**config.mk**
```make
export PLATFORM = sky130hd
export DESIGN_NAME = tug_war_ctrl
export DESIGN_NICKNAME = d
export VERILOG_FILES = /design/src/rtl/tug_war_ctrl.sv
export SDC_FILE = /design/constraint.sdc
export NUM_CORES = 1
export LEC_CHECK = 0
export ABC_AREA = 0
export BUFFER_PORTS_ARGS = -buffer_cell sky130_fd_sc_hd__buf_2
export CAP_MARGIN = 20
export CELL_PAD_IN_SITES_DETAIL_PLACEMENT = 1
export CELL_PAD_IN_SITES_GLOBAL_PLACEMENT = 2
export CORE_ASPECT_RATIO = 0.7
export CORE_MARGIN = 5
export CORE_UTILIZATION = 40
export CTS_BUF_LIST = sky130_fd_sc_hd__clkbuf_4 sky130_fd_sc_hd__clkbuf_8
export CTS_CLUSTER_SIZE = 16
export DETAILED_ROUTE_END_ITERATION = 6
export GPL_TIMING_DRIVEN = 0
export HOLD_SLACK_MARGIN = 0.1
export PLACE_DENSITY_LB_ADDON = 0.1
export REMOVE_ABC_BUFFERS = 1
export SYNTH_ARGS = -nofsm -noshare
export SYNTH_HDL_FRONTEND = slang
export SYNTH_SLANG_ARGS = --single-unit
export TNS_END_PERCENT = 100
```
**constraint.sdc**
```tcl
create_clock -name clk -period 5.1 [get_ports clk]
set_input_delay 0.51 -clock clk [delete_from_list [all_inputs] [get_ports clk]]
set_output_delay 0.51 -clock clk [all_outputs]
set_load 0.005 [all_outputs]
```
**src/rtl/tug_war_ctrl.sv**
```systemverilog
// Tug-of-war game controller: arbitrates press pulses, moves the marker,
// scores round wins, holds the win display and ends the match.
module tug_war_ctrl #(
  parameter int NPOS        = 9,
  parameter int HOLD_CYCLES = 50000000,
  parameter int MAX_SCORE   = 7
) (
  input  logic            clk,
  input  logic            reset,
  input  logic            p1_press,
  input  logic            p2_press,
  output logic [NPOS-1:0] led,
  output logic            win1,
  output logic            win2,
  output logic [2:0]      score1,
  output logic [2:0]      score2,
  output logic            match_over
);

  localparam int PW = $clog2(NPOS);
  localparam int CW = (HOLD_CYCLES > 1) ? $clog2(HOLD_CYCLES) : 1;

  localparam logic [PW-1:0]   CENTER = PW'((NPOS - 1) / 2);
  localparam logic [PW-1:0]   TOP    = PW'(NPOS - 1);
  localparam logic [CW-1:0]   CLAST  = CW'(HOLD_CYCLES - 1);
  localparam logic [2:0]      SMAX   = 3'(MAX_SCORE);
  localparam logic [NPOS-1:0] LED_C  = NPOS'(1) << CENTER;

  typedef enum logic [1:0] {
    PLAY,
    WIN1,
    WIN2,
    DONE
  } state_t;

  state_t        state;
  logic [PW-1:0] pos;
  logic [CW-1:0] cnt;
  logic          up;
  logic          dn;

  // Simultaneous presses cancel out.
  assign up = p1_press & ~p2_press;
  assign dn = p2_press & ~p1_press;

  always_ff @(posedge clk) begin
    if (reset) begin
      state      <= PLAY;
      pos        <= CENTER;
      cnt        <= '0;
      led        <= LED_C;
      win1       <= 1'b0;
      win2       <= 1'b0;
      score1     <= 3'd0;
      score2     <= 3'd0;
      match_over <= 1'b0;
    end else begin
      unique case (state)
        PLAY: begin
          if (up) begin
            if (pos == TOP) begin
              led    <= '0;
              win1   <= 1'b1;
              score1 <= score1 + 3'd1;
              cnt    <= '0;
              if (score1 + 3'd1 == SMAX) begin
                state      <= DONE;
                match_over <= 1'b1;
              end else begin
                state <= WIN1;
              end
            end else begin
              pos <= pos + PW'(1);
              led <= led << 1;
            end
          end else if (dn) begin
            if (pos == '0) begin
              led    <= '0;
              win2   <= 1'b1;
              score2 <= score2 + 3'd1;
              cnt    <= '0;
              if (score2 + 3'd1 == SMAX) begin
                state      <= DONE;
                match_over <= 1'b1;
              end else begin
                state <= WIN2;
              end
            end else begin
              pos <= pos - PW'(1);
              led <= led >> 1;
            end
          end
        end
        WIN1, WIN2: begin
          if (cnt == CLAST) begin
            state <= PLAY;
            pos   <= CENTER;
            led   <= LED_C;
            win1  <= 1'b0;
            win2  <= 1'b0;
          end else begin
            cnt <= cnt + CW'(1);
          end
        end
        DONE: begin
          state <= DONE;
        end
        default: begin
          state <= PLAY;
        end
      endcase
    end
  end

endmodule

```
== Word level (Yosys, flattened, before mapping) ==
Index checks and enable logic that the tools add are counted.

* Bits of input ports: 4
* Output and inout bits: 18
* Flip-flop bits (word level): 50

* Bitwise operators: 5
* Add/subtract/negate cells: 5
* Reduce and logical (&&, ||, !) cells: 16
* Equality and inequality tests: 21
* Multiplexer cells: 40

{| class="wikitable"
|+ Operator list
! kind !! count
|-
| 2-to-1 mux 26 bit || 5
|-
| one-hot mux 26 bit (2 select lines) || 1
|-
| 2-to-1 mux 9 bit || 4
|-
| adder 26 x 1 -> 26 bit (second input constant) || 1
|-
| == test 26 bit (second input constant) || 1
|-
| 2-to-1 mux 4 bit || 5
|-
| one-hot mux 9 bit (2 select lines) || 1
|-
| inequality test 3 bit (second input constant) || 5
|-
| AND reduction 5 bit || 3
|-
| inequality test 2 bit (second input constant) || 7
|-
| 2-to-1 mux 1 bit || 13
|-
| 2-to-1 mux 2 bit || 6
|-
| AND reduction 4 bit || 3
|-
| 2-to-1 mux 8 bit || 1
|-
| one-hot mux 4 bit (2 select lines) || 1
|-
| nonzero test 2 bit || 4
|-
| adder 3 x 1 -> 3 bit (second input constant) || 2
|-
| == test 3 bit (second input constant) || 2
|-
| one-hot mux 2 bit (3 select lines) || 1
|-
| AND reduction 3 bit || 2
|-
| AND reduction 6 bit || 1
|-
| adder 4 x 1 -> 4 bit (second input constant) || 1
|-
| == test 2 bit (second input constant) || 2
|-
| == test 4 bit (second input constant) || 1
|-
| 9 further kinds || 14
|}

== Logic depth before layout (Yosys ltp) ==
Gate-level depths: netlist of the first run.

* Depth after elaboration: 7
* Depth in mapped cells: 9

== Worst setup path before layout of the first run ==
Ideal clock, no wire load.

* Path type: register -> register
* From: register cnt[0]
* To: register cnt[20]
* Clock period less this slack: 2.259 ns
* Slack: 2.841 ns
* Data required time: 4.978 ns
* Buffers on the path: 1
* Arrival time: 2.138 ns
* Stages on the path, launching flop included: 8
* Cells stage by stage: dfxtp_1 > ha_1 > nand3_1 > or4_2 > o21ai_4 > nor2_2 > buf_6 > a221o_1

* Word-level cells in the longest chain between the ends: 3

{| class="wikitable"
|+ Ends and longest elaborated chain
! item !! line !! text
|-
| from (decl) || 38 || <nowiki>logic [CW-1:0] cnt;</nowiki>
|-
| from (signal assigned) || 102 || <nowiki>cnt <= cnt + CW'(1);</nowiki>
|-
| adder 26 x 1 -> 26 bit or == test 26 bit (tied branches) || 102, 95 ||
|-
| 2-to-1 mux 26 bit or inequality test 2 bit (tied branches) || - ||
|-
| one-hot mux 26 bit (2 select lines) or AND reduction 5 bit (tied branches) || - ||
|}

Parallel ways exist; a longest one is shown, timed or not. The select of a mux whose other input is x is not followed.
A chain may end at the register's enable or synchronous reset.

== Final worst setup path of the first run ==
* From: register state[0]
* To: register cnt[21]

* Word-level cells in the longest chain between the ends: 4

{| class="wikitable"
|+ Ends and longest elaborated chain
! item !! line !! text
|-
| from (decl) || 36 || <nowiki>state_t state;</nowiki>
|-
| from (signal assigned) || 48 || <nowiki>state <= PLAY;</nowiki>
|-
| from (signal assigned) || 67 || <nowiki>state <= DONE;</nowiki>
|-
| from (signal assigned) || 70 || <nowiki>state <= WIN1;</nowiki>
|-
| == test 2 x 1 -> 1 bit or == test 2 bit (tied branches) || 58 || <nowiki>unique case (state)</nowiki>
|-
| OR reduction 2 bit || 58 ||
|-
| inequality test 2 bit (no line) or nonzero test 2 bit (tied branches) || - ||
|-
| AND reduction 5 bit (no line) || - ||
|}

Parallel ways exist; a longest one is shown, timed or not.

==> flow_metrics.tcl, run 1 <==
set metrics [dict create \
    result_of_the_run "finished, final reports clean" \
    timing.critical_path.arrival_ns 3.70 \
    synth.yosys.seq_area_share_pct 34.25 \
    chipHeight_um 81.52 \
    ctsHoldBuffers 0 \
    post_synthesis_instance_area_sq_mm 0.002923 \
    grt_util_all_layers_pct 19.59 \
    post-route-drc-count 0 \
    finalWirelength_mm 8.745 \
    max-clock-path-buffers 2 \
    crit_path_top_delay_cell "ha_1" \
    yosys.cell_count.top_type "dfxtp_1" \
    max_freq_mhz 290.4 \
    synth_async_sr_flop_share_pct 0 \
    hold-worst-slack_ns 0.5008 \
    vdd_drop_max_uv 144.0 \
    final_number_of_hold_violating_endpoints 0 \
    die_span_in_x_um 112.2 \
    clock_tree.htree_level_count 2 \
    startpoint "state[0]" \
    worstReg2RegStart "state[0]" \
    design.final.nets 387 \
    drt-vias-per-instance 5.970 \
    final_min_period_over_clock_period_pct 67.52 \
    cts.repair_timing.setup_buffer_count 0 \
    synth_top_area_cell "dfxtp_1" \
    cts.clk_slew.worst_paths_ns 0.09 \
    cp.buffers_inverters 2 \
    floorplan.initialDensity_pct 40.65 \
    cp_max_fo 25 \
    crit_type "reg2reg" \
    critPathTopFamily "simple AND/OR/NAND/NOR gates" \
    yosys_most_used_dff "dfxtp_1" \
    drt_pre_antenna_iters 4 \
    postRouteAntennaNets 0 \
    die_area_sq_mm 0.009144 \
    grt_antenna_before_repair 0 \
    synth-seq-cells 50 \
    post_synth_inst_count 357 \
    min_path_cells 2 \
    sequential_cell_area_sq_mm 0.001001 \
    wire_per_inst_um 18.65 \
    fin_skew_ns 0.005592 \
    fin_setup_tns_ns 0 \
    core-area_sq_mm 0.007189 \
    multi_input_comb_area_sq_mm 0.001803 \
    clk-insertion-delay-late_ns 0.31 \
    timing_worst_slew_pin_value_ns 1.021 \
    final_setup_fails 0 \
    synth.area.top_cells "dfxtp_1, a21oi_1, ha_1" \
    detailroute.via_count 2800 \
    maxCapViolCount 0 \
    place.detailed.hpwl_mm 6.452 \
    r2r_cells 7 \
    grt_start_max_net_pins 39 \
    globalRouteOverflowTotal 0 \
    cts_sinks 50 \
    synth_cell_type_count 56 \
    cp_cell_sequence "inv_1 > ha_1 > inv_1 > nor2_1 > o21ai_4 > nor2_2 > a22o_2" \
    first_global_vias 2671 \
    cellLeakagePower_uw 0.001173 \
    drv_slew 0 \
    routabilityCongestion 0.8439 \
    tritoncts "done" \
    postCtsResizedCells 0 \
    filler_cell_count 890 \
    clk_root_buffer_cell "clkbuf_8" \
    hold_path_startpoint "led[8]" \
    slowest_delay_ns 0.69 \
    yosysWarnings 0 \
    ios 22 \
    total_power_uw 1139 \
    netlist_top_cells_count "dfxtp_1, nor2_1, a21oi_1, nand2_1, nand3_1" \
    crit_path_frequent_cell "inv_1" \
    setup.worst_path.start_class "flip-flop" \
    worst_slew_margin_rel_pct 31.93 \
    post-synth-top-area-fraction_pct 34.25 \
    insertedDiodeCount 0 \
    finalWorstPathRequiredPeriod_ns 3.444 \
    grt_setup_unrepaired "no" \
    core.rowCount 26 \
    postSynthAreaPerCell_sq_um 8.187 \
    cp_capture_type "flip-flop" \
    power_density_relative_to_cell_area_mw_per_mm2 359.0 \
    drt-initial-drc-count 177 \
    cts_made_buffers 5 \
    grt_first_pass_wirelength_mm 14.35 \
    cp.required_ns 5.36 \
    drive_above_1_share_pct 14.02 \
    min_path_type "reg2reg" \
    worstSetupPathDepth 7 \
    synthToLayoutAreaGrowth_pct 8.519 \
    synth_enable_flop_cells 0 \
    io_buffers 21 \
]
-- per-layer routing --
metal  part of all wire (%)  global-route usage, %  vias up
li1                       -                      -     1374
met1                     53                  29.60     1366
met4                   0.78                  3.962        0
met2                     40                  28.89       53
met5                      0                      0        -
met3                    5.5                  3.682        7
-- per-stage QoR --
step	instances	util (%)	worst slack (ns)	cell area (sq um)
global route	469	44.12	1.448	3172
floorplan	341	-	2.717	2853
finish	469	44.12	1.656	3172
detailed placement	462	43.02	1.690	3093
CTS	469	44.12	1.649	3172
global placement	460	42.85	1.640	3080
-- where the power goes --
group / switching [uW] / internal, uW / total (uW) / leakage, uW
registers: 47.0 / 423 / 470 / 0.000404
logic: 301 / 138 / 439 / 0.000725
clock network: 137 / 92.6 / 230 / 0.0000438
total: 485 / 654 / 1140 / 0.00117
-- kinds of logic (layout without fill, tap and decap cells) --
kind of cell               count (synthesis)  after routing  synth area share (%)
muxes                                      6              6                 2.183
xor gates and xnor gates                  10             10                 2.996
and+or+nand+nor                          147            147                 27.01
DFF                                       50             50                 34.25
adders and majority gates                 12             12                 5.394
AOI/OAI and AO/OA                        103            103                 24.10
buffers and inverters                     29             43                 4.067
-- worst register-to-register path, delay by kind of cell, from the launching register on --
kind,cells,cell delay (ns)
adder cells (fa/ha/maj),1,0.69
AO/OA/AOI/OAI,2,0.47
buffers and inverters,2,0.67
flip-flops,1,0.38
AND/OR/NAND/NOR,2,1.19
-- state kept, by name (all words and copies together) (netlist names) --
register and count:
state 2, cnt 26, win1 1, led 9
score1 3, win2 1, match_over 1, pos 4
score2 3
-- layout make-up --
cell class / instances / area share [%]
Clock buffer: 5 / 2.170
Sequential cell: 50 / 31.56
Timing Repair Buffer: 23 / 3.708
Tap cell: 98 / 3.866
Clock inverter: 2 / 0.3156
Multi-Input combinational cell: 278 / 56.84
Inverter: 13 / 1.538
-- final timing paths --
kind | endpoint | slack, ns
setup / recovery | cnt[21] | 1.66
hold / removal | led[8] | 0.50
setup reg to reg | cnt[21] | 1.66
hold reg to reg | led[8] | 0.50
-- cells in the final DEF (no fill, tap or decap), drive strengths merged, types with 8 or more instances in the layout --
master	n
a21oi	31
nand2	26
buf	23
nor2	34
or3	9
ha	11
inv	13
or4	9
nand4	11
nand3	24
dfxtp	50
o21ai	23
a31oi	8
Note: power is estimated with default switching activity, not from simulation.
==> run 2: changes to the inputs <==
- CORE_UTILIZATION: 40 -> 34
- clock period: 5.1 -> 3 ns (I/O delays scaled with it)
==> flow_metrics.tcl, run 2 (synthesis results as in run 1) <==
set metrics [dict create \
    ios 22 \
    result_of_the_run "finished, final reports clean" \
    grt_setup_unrepaired "no" \
    wire_per_inst_um 20.25 \
    finalInstanceArea_sq_mm 0.003273 \
    cp_max_fo 17 \
    slowest_delay_ns 0.59 \
    globalRouteOverflowTotal 0 \
    post-route-drc-count 0 \
    cp_capture_type "flip-flop" \
    crit_path_top_delay_cell "ha_2" \
    routabilityCongestion 0.8318 \
    synthToLayoutAreaGrowth_pct 11.99 \
    clk-insertion-delay-late_ns 0.31 \
    finalWirelength_mm 9.742 \
    total_power_uw 2142 \
    regMostFlops "cnt" \
    cts_made_buffers 5 \
    max-clock-path-buffers 2 \
    core-area_sq_mm 0.008408 \
    clock_tree.htree_level_count 2 \
    drt_pre_antenna_iters 4 \
    drt-vias-per-instance 5.904 \
    multi_input_comb_area_sq_mm 0.001832 \
    r2r_cells 8 \
    reg_top3 "cnt: 26 flops, led: 9 flops, pos: 4 flops" \
    final_number_of_hold_violating_endpoints 0 \
    detailroute.via_count 2840 \
    setup.worst_path.start_class "flip-flop" \
    cellLeakagePower_uw 0.001197 \
    drt-initial-drc-count 182 \
    setup_slack_at_placement_ns -0.6111 \
    min_path_type "reg2reg" \
    placedInstanceArea_sq_mm 0.003103 \
    final_common_cell "dfxtp_1" \
    cts_sinks 50 \
    timing.critical_path.arrival_ns 3.14 \
    timing_worst_slew_pin_value_ns 0.8778 \
    postRouteAntennaNets 0 \
    clk_root_buffer_cell "clkbuf_8" \
    grt_antenna_before_repair 0 \
    max_freq_mhz 341.9 \
    core.rowCount 28 \
    cts.clk_slew.worst_paths_ns 0.10 \
    sequential_cell_area_sq_mm 0.001001 \
    floorplan.initialDensity_pct 34.76 \
    fin_skew_ns 0.005353 \
    maxCapViolCount 0 \
    drive_above_1_share_pct 17.02 \
    min_path_cells 2 \
    die_area_sq_mm 0.01058 \
    design.final.nets 391 \
    io_buffers 21 \
    die_span_in_x_um 120.8 \
    final_setup_fails 0 \
    cp.required_ns 3.21 \
    cp_cell_sequence "inv_1 > ha_2 > nor2b_1 > a31oi_1 > buf_4 > a31oi_1 > nor2_2 > a221o_2" \
    largest_reg_flops 26 \
    tritoncts "done" \
    vdd_drop_max_uv 253.7 \
    power_density_relative_to_cell_area_mw_per_mm2 654.4 \
    filler_cell_count 1041 \
    insertedDiodeCount 0 \
    final_min_period_over_clock_period_pct 97.50 \
    setup_ws_ns 0.07486 \
    crit_path_frequent_cell "a31oi_1" \
    place.detailed.hpwl_mm 6.872 \
    hold-worst-slack_ns 0.5002 \
    worst_slew_margin_rel_pct 40.99 \
    layout.cells.most_common_list "dfxtp_1, nor2_1, a21oi_1" \
    finalWorstPathRequiredPeriod_ns 2.925 \
    chipHeight_um 87.58 \
    grt_start_max_net_pins 39 \
    ctsHoldBuffers 0 \
    drv_slew 0 \
    crit_type "reg2reg" \
    grt_util_all_layers_pct 18.96 \
    first_global_vias 2862 \
    grt_first_pass_wirelength_mm 15.81 \
]
## run 2: changes by cell type in the layout (fill, tap and decap cells not counted), sizes merged
cell and change:
inv -1, clkinvlp +2, buf +3, bufinv +1
## run 2: final timing paths
| check | slack, ns | startpoint | endpoint |
|---|---|---|---|
| worst max-delay path | 0.07 | state[0] | cnt[7] |
| worst min-delay path | 0.50 | match_over | match_over |
| worst max register to register | 0.07 | state[0] | cnt[7] |
| worst min register to register | 0.50 | match_over | match_over |
## run 2: where the power goes
group / switching [uW] / total, uW / internal (uW)
logic: 562 / 841 / 280
registers: 80.1 / 799 / 719
clock network: 255 / 501 / 246
total: 897 / 2140 / 1250
## run 2: per-stage QoR
| step | TNS [ns] | std cells | util [%] |
|---|---|---|---|
| floorplan | 0 | 341 | - |
| global placement | -11.63 | 467 | 36.74 |
| detailed placement | -10.54 | 468 | 36.90 |
| CTS | 0 | 481 | 38.85 |
| global route | 0 | 481 | 38.93 |
| finish | 0 | 481 | 38.93 |
## run 2: layout make-up
class / count / area share, %
clock buffers: 5 / 2.102
clock inverters: 3 / 1.223
inverters: 13 / 1.606
multi-input cells: 278 / 55.96
flip-flops and latches: 50 / 30.58
well taps: 105 / 4.014
repair buffers: 26 / 4.358
repair inverters: 1 / 0.1529
## run 2: what timing repair did
action,CTS,global route
resized for setup,6,1
buffers inserted,4,0
setup endpoints to repair,30,2
cloned,1,0
## run 2: metal layers
metal	up-vias	share of wire, %	track usage (%)	wire length (um)
li1	1382	-	-	-
met1	1401	55	29.69	5363
met2	55	40	27.72	3892
met3	2	4.8	3.163	466
met4	0	0.21	2.469	20
met5	-	0	0	0
## run 2: worst max-delay path, delay by kind of cell, from the launching register on
family,cells,cell delay [ns]
AO/OA/AOI/OAI,3,0.99
adder cells (fa/ha/maj),1,0.59
AND/OR/NAND/NOR,2,0.50
flip-flops,1,0.38
buffers and inverters,2,0.36
==> run 3: changes to the inputs <==
- SETUP_SLACK_MARGIN: not set -> 0.5
==> flow_metrics.tcl, run 3 (synthesis results as in run 1) <==
set metrics [dict create \
    final_min_period_over_clock_period_pct 80.46 \
    cp_capture_type "flip-flop" \
    timing.critical_path.arrival_ns 2.66 \
    hold-worst-slack_ns 0.4976 \
    drt-initial-drc-count 152 \
    first_global_vias 2898 \
    floorplan.initialDensity_pct 34.76 \
    grt_util_all_layers_pct 19.27 \
    chipHeight_um 87.58 \
    cp_max_fo 7 \
    combPwrFrac_pct 41.3 \
    max-clock-path-buffers 2 \
    setup_ws_ns 0.5862 \
    largest_reg_flops 26 \
    place.detailed.hpwl_mm 6.872 \
    crit_type "reg2reg" \
    hold_path_startpoint "match_over" \
    routabilityCongestion 0.8318 \
    synthToLayoutAreaGrowth_pct 16.48 \
    regMostFlops "cnt" \
    cts.clk_slew.worst_paths_ns 0.11 \
    clock_tree.htree_level_count 2 \
    tritoncts "done" \
    drive_above_1_share_pct 20.79 \
    final_number_of_hold_violating_endpoints 0 \
    fin_skew_ns 0.01107 \
    finalWorstPathRequiredPeriod_ns 2.414 \
    finalWirelength_mm 10.05 \
    postRouteAntennaNets 0 \
    power_switching_share_pct 42.07 \
    drt_pre_antenna_iters 4 \
    cts_made_buffers 5 \
    place_inst 468 \
    result_of_the_run "finished, final reports clean" \
    share_clk_of_total_power_pct 22.8 \
    drt-vias-per-instance 5.920 \
    cp.required_ns 3.24 \
    clk_root_buffer_cell "clkbuf_8" \
    cellLeakagePower_uw 0.001275 \
    max_freq_mhz 414.3 \
    layout.cells.most_common_list "dfxtp_1, nor2_1, a21oi_1" \
    insertedDiodeCount 0 \
    timing_worst_slew_pin_value_ns 0.8326 \
    final_common_cell "dfxtp_1" \
    core.rowCount 28 \
    startpoint "state[0]" \
    power_switching_uw 940.8 \
    ctsHoldBuffers 0 \
    cts_sinks 50 \
    reg_top3 "cnt: 26 flops, led: 9 flops, pos: 4 flops" \
    wire_per_inst_um 20.73 \
    die_area_sq_mm 0.01058 \
    vdd_drop_max_uv 225.3 \
    setup_slack_at_placement_ns -0.6111 \
    maxCapViolCount 0 \
    internal-power_uw 1295 \
    grt_first_pass_wirelength_mm 16.06 \
    power_frac_seq_pct 35.9 \
    io_buffers 21 \
    fin_cells 485 \
    final_setup_fails 0 \
    clk-insertion-delay-late_ns 0.32 \
    worst_slew_margin_rel_pct 44.49 \
    die_span_in_x_um 120.8 \
    design.final.nets 395 \
    globalRouteOverflowTotal 0 \
    worstReg2RegStart "state[0]" \
    post-route-drc-count 0 \
    detailroute.via_count 2871 \
    drv_slew 0 \
    grt_setup_unrepaired "no" \
    grt_antenna_before_repair 0 \
    min_path_type "reg2reg" \
    core-area_sq_mm 0.008408 \
    power_density_relative_to_cell_area_mw_per_mm2 656.8 \
    grt_start_max_net_pins 39 \
    setup.worst_path.start_class "flip-flop" \
    ios 22 \
]
[run 3: final timing paths]
| check | endpoint | slack [ns] | cells past startpoint |
|---|---|---|---|
| max | cnt[24] | 0.59 | 9 |
| min | match_over | 0.50 | 2 |
| max reg2reg | cnt[24] | 0.59 | 9 |
| min reg2reg | match_over | 0.50 | 2 |
[run 3: power by group through the flow]
stage,combinational [uW],clock (uW),sequential (uW)
final,925,509,802
after global routing,1000,545,814
after CTS,901,527,797
after detailed placement,763,0,811
after global placement,751,0,810
after floorplan,498,0,788
[run 3: cell type report]
cell class	instances	area [sq um]
clock buffer	5	68.82
timing repair inverter	1	5.005
timing repair buffer	30	172.7
inverter	13	52.55
clock inverter	3	40.04
sequential	50	1001
multi-input combinational	278	1933
fill	1028	5004
tap	105	131.4
[run 3: stage by stage]
stage	TNS [ns]	instance area [sq um]	power, uW	util (%)
final	0	3405	2236	40.49
after global routing	0	3405	2363	40.49
after CTS	0	3338	2224	39.70
after detailed placement	-10.54	3103	1574	36.90
after global placement	-11.63	3089	1562	36.74
after floorplan	0	2853	1286	-
[run 3: metal layers]
metal / up-vias / share of wire (%) / track usage (%)
li1: 1397 / - / -
met1: 1427 / 56 / 30.35
met2: 45 / 40 / 28.02
met3: 2 / 3.0 / 3.163
met4: 0 / 0.21 / 2.469
met5: - / 0 / 0
[run 3: critical path, cell delays in order (launching register included)]
cell	delay, ns
dfxtp_1	0.39
inv_1	0.10
ha_4	0.32
clkinvlp_4	0.09
buf_4	0.17
nor2_4	0.30
o21ai_4	0.14
buf_4	0.16
or4_2	0.59
o21ai_0	0.09
[run 3: what timing repair did]
item / 4_1_cts / 5_1_grt
resized for setup: 15 / 10
pin swaps: 2 / 1
setup buffers: 6 / 2
setup endpoints to repair: 38 / 16
gates cloned: 1 / 0
